==> src/rtl/intr_ctrl.sv <==
// Interrupt front end for the multicycle OTTER core.
// Synchronises and edge-detects the external IRQ pin, counts outstanding
// requests, decides when an interrupt may be entered on an instruction
// boundary, and supplies the trap/return PC redirect to the PC mux.
module intr_ctrl #(
  parameter int SYNC_STAGES = 2,
  parameter int PEND_CNT_W  = 3
) (
  input  logic                  CLK,
  input  logic                  RESET,
  input  logic                  IRQ,
  input  logic                  CSR_ME,
  input  logic [31:0]           CSR_MTVEC,
  input  logic [31:0]           CSR_MEPC,
  input  logic                  INSTR_BOUNDARY,
  input  logic                  MRET_EXEC,
  output logic                  INT_TAKEN,
  output logic                  TRAP_PC_VALID,
  output logic [31:0]           TRAP_PC,
  output logic                  IN_ISR,
  output logic                  IRQ_PENDING,
  output logic [PEND_CNT_W-1:0] PEND_CNT
);

  typedef enum logic [1:0] {
    ST_IDLE = 2'd0,
    ST_TAKE = 2'd1,
    ST_ISR  = 2'd2
  } state_e;

  localparam logic [PEND_CNT_W-1:0] CNT_MAX = '1;
  localparam logic [PEND_CNT_W-1:0] CNT_ONE = PEND_CNT_W'(1);

  logic [SYNC_STAGES-1:0] sync_q;
  logic                   prev_q;
  logic                   irq_rise;
  logic [PEND_CNT_W-1:0]  cnt_q, cnt_d;
  state_e                 state_q, state_d;
  logic                   in_take;
  logic                   mret_ret;
  logic                   entry_ok;

  assign irq_rise = sync_q[SYNC_STAGES-1] & ~prev_q;
  assign in_take  = (state_q == ST_TAKE);
  assign mret_ret = INSTR_BOUNDARY & MRET_EXEC;
  assign entry_ok = INSTR_BOUNDARY & ~MRET_EXEC & CSR_ME &
                    (cnt_q != '0) & (CSR_MTVEC != '0);

  // Synchroniser chain plus the previous-sample flop used for edge detection.
  // NOTE: clocked state is always assigned with <= so every flop samples the
  // pre-edge value of its neighbours; blocking here would collapse the chain.
  always_ff @(posedge CLK) begin
    if (RESET) begin
      sync_q <= '0;
      prev_q <= 1'b0;
    end else begin
      sync_q <= {sync_q[SYNC_STAGES-2:0], IRQ};
      prev_q <= sync_q[SYNC_STAGES-1];
    end
  end

  // Pending-request counter: saturating increment on a rise, decrement on entry.
  always_comb begin
    // NOTE: default first so every path assigns cnt_d and no latch is inferred.
    cnt_d = cnt_q;
    if (irq_rise && in_take) begin
      cnt_d = cnt_q;
    end else if (irq_rise) begin
      if (cnt_q != CNT_MAX) cnt_d = cnt_q + CNT_ONE;
    end else if (in_take) begin
      cnt_d = cnt_q - CNT_ONE;
    end
  end

  // Counter and FSM state registers.
  always_ff @(posedge CLK) begin
    if (RESET) begin
      cnt_q   <= '0;
      state_q <= ST_IDLE;
    end else begin
      cnt_q   <= cnt_d;
      state_q <= state_d;
    end
  end

  // Next-state logic: entry only from IDLE, TAKE lasts one cycle, mret leaves ISR.
  always_comb begin
    state_d = state_q;
    unique case (state_q)
      ST_IDLE: if (entry_ok) state_d = ST_TAKE;
      ST_TAKE: state_d = ST_ISR;
      ST_ISR:  if (mret_ret) state_d = ST_IDLE;
      default: state_d = ST_IDLE;
    endcase
  end

  // Output decode: Moore strobes from state, mret redirect straight from inputs.
  always_comb begin
    INT_TAKEN     = in_take;
    IN_ISR        = (state_q == ST_ISR);
    IRQ_PENDING   = (cnt_q != '0);
    PEND_CNT      = cnt_q;
    TRAP_PC_VALID = 1'b0;
    TRAP_PC       = '0;
    if (in_take) begin
      TRAP_PC_VALID = 1'b1;
      TRAP_PC       = {CSR_MTVEC[31:2], 2'b00};
    end else if (mret_ret) begin
      TRAP_PC_VALID = 1'b1;
      TRAP_PC       = CSR_MEPC;
    end
  end

endmodule
==> config.mk <==
export PLATFORM = sky130hd
export DESIGN_NAME = intr_ctrl
export DESIGN_NICKNAME = d
export VERILOG_FILES = /design/src/rtl/intr_ctrl.sv
export SDC_FILE = /design/constraint.sdc
export NUM_CORES = 1
export LEC_CHECK = 0
export CAP_MARGIN = 30
export CORE_ASPECT_RATIO = 1.1
export CORE_MARGIN = 2
export CORE_UTILIZATION = 26
export CTS_CLUSTER_DIAMETER = 150
export DETAILED_ROUTE_END_ITERATION = 6
export PLACE_DENSITY = 0.87
export SLEW_MARGIN = 20
export SYNTH_ARGS = -nofsm -noshare
export SYNTH_HDL_FRONTEND = slang
export SYNTH_SLANG_ARGS = --single-unit
==> constraint.sdc <==
create_clock -name CLK -period 2.99 [get_ports CLK]
set_clock_uncertainty 0.05 [all_clocks]
set_input_delay 0.4485 -clock CLK [delete_from_list [all_inputs] [get_ports CLK]]
set_output_delay 0.4485 -clock CLK [all_outputs]
set_load 0.005 [all_outputs]
======== After elaboration in Yosys (flattened, before gate mapping) ========
Index checks and enable logic that the tools add are counted.
storage, ports and cells
  register bits ........................... 8
  input port bits ......................... 70
  output and inout port bits .............. 39
  logic and storage cells ................. 38
cells by class
  add/subtract/negate cells ............... 2
  eq/ne operators ......................... 6
  muxes and demuxes ....................... 10
  bitwise gates (word level) .............. 9
  reductions and logical operators ........ 7
operators by type and width
  cell                                                                    count
  32-bit 2-to-1 mux                                                       2
  32-bit nonzero test                                                     1
  3-bit 2-to-1 mux                                                        3
  1-bit bitwise AND                                                       6
  2-bit case mux with 3 select lines                                      1
  2-bit 2-to-1 mux                                                        2
  2-bit by 1-bit != test with 1-bit output (second input constant)        2
  3-bit by 1-bit adder with 3-bit output (second input constant)          1
  3-bit != test (second input constant)                                   1
  1-bit NOT                                                               3
  3-bit AND reduction                                                     1
  3-bit nonzero test                                                      1
  3-bit by 1-bit subtractor with 3-bit output (second input constant)     1
  2-bit by 1-bit equality test with 1-bit output (second input constant)  1
  2-bit equality test (second input constant)                             1
  2-bit zero test                                                         1
  1-bit 2-to-1 mux                                                        2
  2-bit != test (second input constant)                                   1
  2-bit AND reduction                                                     1
  2-bit nonzero test                                                      1
  1-bit logical AND                                                       1

======== Depth between registers and ports, before layout ========
Gate-level depths: netlist of the first run.
  word-level depth ........................ 7
  mapped depth ............................ 6
  depth with buffers taken out ............ 6

======== Worst setup path before layout of the first run ========
No wires, ideal clock.
  kind .................................... flip-flop to flip-flop
  from .................................... reg sync_q[1]
  to ...................................... reg cnt_q[2] (netlist: PEND_CNT[2])
  library setup time ...................... 0.086 ns
  data arrival time ....................... 1.419 ns
  data required time ...................... 2.854 ns
  setup slack ............................. 1.436 ns
  cell stages (with the launch flop) ...... 7
  path buffers ............................ 0
  clock period less this slack ............ 1.554 ns
  path through ............................ dfxtp_1 -> nor2b_2 -> inv_2 -> fa_1 -> nor3_1 -> a211oi_1 -> a211oi_1
on the way
  cells in the longest elaborated chain, start to end .. 4
  elaborated cells between the ends (all ways) .. 7
  classes of those cells .................. eq/ne (1); mux (1); bitwise (2); reduce/logical (3)
RTL lines
  element                                                      line  RTL
  start, declared                                              34    logic [SYNC_STAGES-1:0] sync_q;
  start signal, assigned                                       57    sync_q <= {sync_q[SYNC_STAGES-2:0], IRQ};
  1-bit bitwise AND *                                          43    assign irq_rise = sync_q[SYNC_STAGES-1] & ~prev_q;
  branches (longest 3 deep; another with 3-bit AND reduction)  -
  end signal, assigned                                         81    cnt_q <= cnt_d;
  end, declared                                                37    logic [PEND_CNT_W-1:0] cnt_q, cnt_d;
Every way passes the cells marked *.
A chain may end at the register's enable or synchronous reset.

======== Final worst setup path of the first run ========
  from .................................... in MRET_EXEC
  to ...................................... out TRAP_PC[8]
on the way
  cells in the longest elaborated chain, start to end .. 3
RTL lines
  element            line  RTL
  start, declared    16    input logic MRET_EXEC,
  1-bit bitwise AND  45    assign mret_ret = INSTR_BOUNDARY & MRET_EXEC;
  32-bit 2-to-1 mux  108   end else if (mret_ret) begin
  32-bit 2-to-1 mux  105   if (in_take) begin
  end, declared      19    output logic [31:0] TRAP_PC,
No other way between the ends.

==> results of run 1 <==
[cell type report]
type,count,area share
Timing Repair Buffer,109,0.5809
Multi-Input combinational cell,74,0.2944
Sequential cell,8,0.08449
Tap cell,33,0.02178
Clock buffer,3,0.01188
Inverter,2,0.006601
[worst reg2reg max path, cell delays in order (launching register included)]
cell	delay, ps
dfxtp_1	310
nor2b_2	210
inv_2	80
fa_1	410
nor3_1	260
a211oi_1	80
a211oi_1	230
[through the flow]
step,instances,util,hold slack (ps),area (um^2)
2_1_floorplan,90,-,363.8,759.5
3_3_place_gp,226,0.6743,369.2,1873
3_5_place_dp,226,0.6743,384.8,1873
4_1_cts,229,0.6824,402.0,1896
5_1_grt,229,0.6824,419.5,1896
6_report,229,0.6824,398.2,1896
[power groups by stage]
stage | Clock, W | Combinational, W | Sequential, W
2_1_floorplan | 0 | 0.0000484 | 0.000117
3_3_place_gp | 0 | 0.000202 | 0.000118
3_5_place_dp | 0 | 0.000206 | 0.000118
4_1_cts | 0.0000842 | 0.000208 | 0.000116
5_1_grt | 0.0000863 | 0.000219 | 0.000117
6_report | 0.0000812 | 0.000207 | 0.000116
[routing by layer]
layer,track usage,vias to the layer above,wire length (um)
met2,0.3844,72,1834
li1,-,583,-
met3,0.04691,9,289
met1,0.1915,561,1262
met4,0.05575,0,55
met5,0,-,0
[cell families (layout without fill, tap and decap cells)]
family	count (synthesis)	count (layout)	share of synthesized area
AOI/OAI and AO/OA	38	38	0.4250
adders and majority gates	1	1	0.02636
buffers and inverters	8	114	0.05435
DFF	8	8	0.2109
and+or+nand+nor	35	35	0.2834
[state kept, by name, summed over array words and instances, names as in the netlist]
register and cells:
PEND_CNT 3, sync_q 2, prev_q 1, state_q 2
[placed cells by master, fill, tap and decap left out, types with 2 or more instances in the layout]
| cell type | count |
|---|---|
| clkdlybuf4s50_1 | 108 |
| a22o_1 | 30 |
| dfxtp_1 | 8 |
| nor4_1 | 8 |
| nand2_1 | 5 |
| nor2b_1 | 3 |
| nor3_1 | 3 |
| a211oi_1 | 3 |
| nor2_1 | 3 |
| clkbuf_4 | 3 |
| and2_1 | 2 |
| nand4_1 | 2 |
[path summary, 6_finish.rpt]
check | startpoint | slack (ps) | to | depth (start not counted)
worst max-delay path | MRET_EXEC | 370 | TRAP_PC[8] | 6
worst min-delay path | sync_q[0] | 400 | sync_q[1] | 1
worst max register to register | sync_q[1] | 1260 | PEND_CNT[2] | 6
worst min register to register | sync_q[0] | 400 | sync_q[1] | 1
==> qor.yml, run 1 <==
cap_violations: 0
wire_per_inst_um: 15.03
ys_ff_latch: 8
leakage_nw: 0.7073
maxSlewHeadroom: 0.7641
cts_buffers: 3
num_antenna_cells: 0
rows: 20
grt_pass1_vias: 1180
ys_top_cells_by_count: "30 x a22o_1, 8 x dfxtp_1, 8 x nor4_1"
cts_resized: 0
clkSinkCount: 8
setup_viol: 0
worstHoldPathType: "flop to flop"
synth.area.top_cells: "a22o_1 35%, dfxtp_1 21%, nor4_1 6.6%"
multi_input_area_um2: 558.0
cts_setup_buffers: 0
critPathLaunchType: "input port"
syn-cell-area_um2: 759.5
syn_nets: 161
antenna_found_initial: 0
ys_types: 29
crit_path_end_kind: "output port"
ant_nets: 0
worstPathCellList: "clkdlybuf4s50_1, nand2_1, nor2_4, buf_12, a22o_1, clkdlybuf4s50_1"
worst_pin_slew_ps: 350.7
io_buffers: 108
rsz0062_at_grt: "false"
finalCritPeriodShare: 0.8770
p_sw_w: 0.00009977
period_minus_slack_ps: 2622
crit_family: "buffers and inverters"
setup_tns_ps: 0
ioPinCount: 109
die_h_um: 60.69
grt_usage: 0.1884
clkPwrFrac: 0.201
combPwrFrac: 0.511
nets: 269
yosysWarnings: 0
synth.most_common_cell: "a22o_1"
dp_hpwl_um: 2832
remaining_drc_errors: 0
synthArstFlopShare: 0
start_util: 0.2734
drt_iter0_drc: 37
p_per_area_mw_per_mm2: 213.2
fmax_mhz: 381.4
grt_overflow: 0
area_growth_syn_to_layout_pct: 149.6
drive_above_1_share: 0.05102
grt_max_degree: 35
synth_edf_count: 0
dieWidth_um: 55.53
vias: 1225
grt_pass1_wl_um: 5133
core_mm2: 0.002778
path_buf_inv: 3
ys_seq_area_frac: 0.2109
insertion_delay_ps: 260
cp_slowest_cell: "clkdlybuf4s50_1"
crit_type: "input port to output port"
p_seq_frac: 0.288
cp.required_ps: 2490
clkTransAtPathRegs_ps: 50
viasPerCell: 5.349
intPower_w: 0.0003043
cts_root_buffer: "clkbuf_4"
seq_area_um2: 160.2
synth_top_area_frac: 0.3460
path_max_fanout: 25
cts_tree: "done"
htree_levels: 1
dieArea_mm2: 0.003370
netlist_instances: 90
synthFlopType: "dfxtp_1"
critPathArrivalTime_ps: 2120
fillers: 225
first_pass_iters: 5
hold_buffers: 0
max_stage_delay_ps: 510
avgSynthCellArea_um2: 8.439
crit_path_frequent_cell: "clkdlybuf4s50_1"
slew_viol_final: 0
setup_slack_ps: 367.9
cts_buffer_depth: 2
hold_viol_final: 0
total_power_w: 0.0004041
gp_congestion: 0.8157
synth_area_leader_cell: "a22o_1"
status: "finished clean"
vdd_drop_max_mv: 0.2479
drt-total-wl_um: 3441
swShare: 0.2469
place_worst_setup_slack_ps: 359.3
Note: power is estimated with default switching activity, not from simulation.
==> run 2, diff against run 1 <==
Settings changed: CTS_BUF_LIST set to sky130_fd_sc_hd__clkbuf_4.
==> results of run 2 <==
No change in the layout: final DEF, timing and power equal those of run 1.
==> RTL change: new RTL, settings of run 2 <==
Change the parameter `SYNC_STAGES` from 2 to 4.
--- a/src/rtl/intr_ctrl.sv
+++ b/src/rtl/intr_ctrl.sv
@@ -3,7 +3,7 @@
 // requests, decides when an interrupt may be entered on an instruction
 // boundary, and supplies the trap/return PC redirect to the PC mux.
 module intr_ctrl #(
-  parameter int SYNC_STAGES = 2,
+  parameter int SYNC_STAGES = 4,
   parameter int PEND_CNT_W  = 3
 ) (
   input  logic                  CLK,
Behaviour: not the same (Yosys sat finds a counterexample within 4 cycles, from zero or initial values and one cycle with RESET high).
==> RTL change against run 2 <==
- cell area rose by 2.8%
- sequential share of layout area rose by 1.8 points
- area after synthesis up 8.4%
- worst setup slack worse by 0.047 ns
- routed wire length up 14%
- critical path depth did not move
- power up 3.3%
- sequential cell count rose by 2
==> RTL change: results (changes against run 2) <==
P_comb: 0.183 mW (was 0.207 mW)
clk pwr: 0.0955 mW (was 0.0812 mW)
Pre-Repair DR Iteration Count: 4 (was 5)
Iteration-0 DRC Markers: 123 (was 37)
vias in the first global route: 1243 (was 1180)
met1 WL: 1420 µm (was 1260 µm)
GPL Wtd Cong: 0.804 (was 0.816)
dpl hpwl: 3180 µm (was 2830 µm)
Placed Area: 1920 µm² (was 1870 µm²)
CP peak stage delay: 0.54 ns (was 0.51 ns)
Nets: 275 (was 269)
Setup crit end: TRAP_PC[7] (was TRAP_PC[8])
global-route track usage on met3: 5.59% (was 4.69%)
end of the worst hold path: sync_q[3] (was sync_q[1])
Fin Hold WS: 0.389 ns (was 0.398 ns)
Post-Syn Nets: 168 (was 161)
Slew HR: 76.8% (was 76.4%)
GR Util met1: 24.2% (was 19.1%)
WL final: 3910 µm (was 3440 µm)
synth top area cells: a22o_1 32%, dfxtp_1 24%, nor4_1 6.1% (was a22o_1 35%, dfxtp_1 21%, nor4_1 6.6%)
NetSw: 0.100 mW (was 0.0998 mW)
total vias in the final route: 1272 (was 1225)
Largest register FFs: 4 (was 3)
worst reg2reg path startpoint: sync_q[3] (was sync_q[1])
hold path start: sync_q[2] (was sync_q[0])
Post-Synth Adder-Cell Area: 2.43% (was 2.64%)
number of vias per cell: 5.37 (was 5.35)
met2 wire length: 1940 µm (was 1830 µm)
post-synthesis compound-gate area fraction: 39.5% (was 42.5%)
Logic pwr share: 43.9% (was 51.1%)
largest net degree at the start of global routing: 36 (was 35)
share of cells above drive strength 1: 4.43% (was 5.10%)
status: complete, no violations (unchanged)
setup slack after placement: 0.311 ns (was 0.359 ns)
reg-to-reg slack, setup: 1.24 ns (was 1.26 ns)
first-pass GRT wire length: 6070 µm (was 5130 µm)
==> RTL change: cell count changes after synthesis, moves of 2 or more <==
cell | run 2 | this run
nor2b_1 | 3 | 5
dfxtp_1 | 8 | 10
nand3_1 | 1 | 4
clkbuf_1 | 1 | 3
a21oi_1 | 1 | 3
nor3_1 | 3 | 1
==> RTL change: final cells by class <==
| class | instances | area, µm² | share of cell area, % |
|---|---|---|---|
| clock buffer | 3 | 22.5 | 1.16 |
| clock inverter | 1 | 3.75 | 0.193 |
| inverter | 2 | 12.5 | 0.642 |
| multi-input combinational | 78 | 579 | 29.7 |
| sequential | 10 | 200 | 10.3 |
| tap | 34 | 42.5 | 2.18 |
| timing repair buffer | 109 | 1090 | 55.8 |
==> RTL change: critical path: cells and delay by family <==
kind                   cells  cell delay (ns)
and+or+nand+nor            2             0.21
buffers and inverters      3             1.32
AOI/OAI and AO/OA          1             0.18
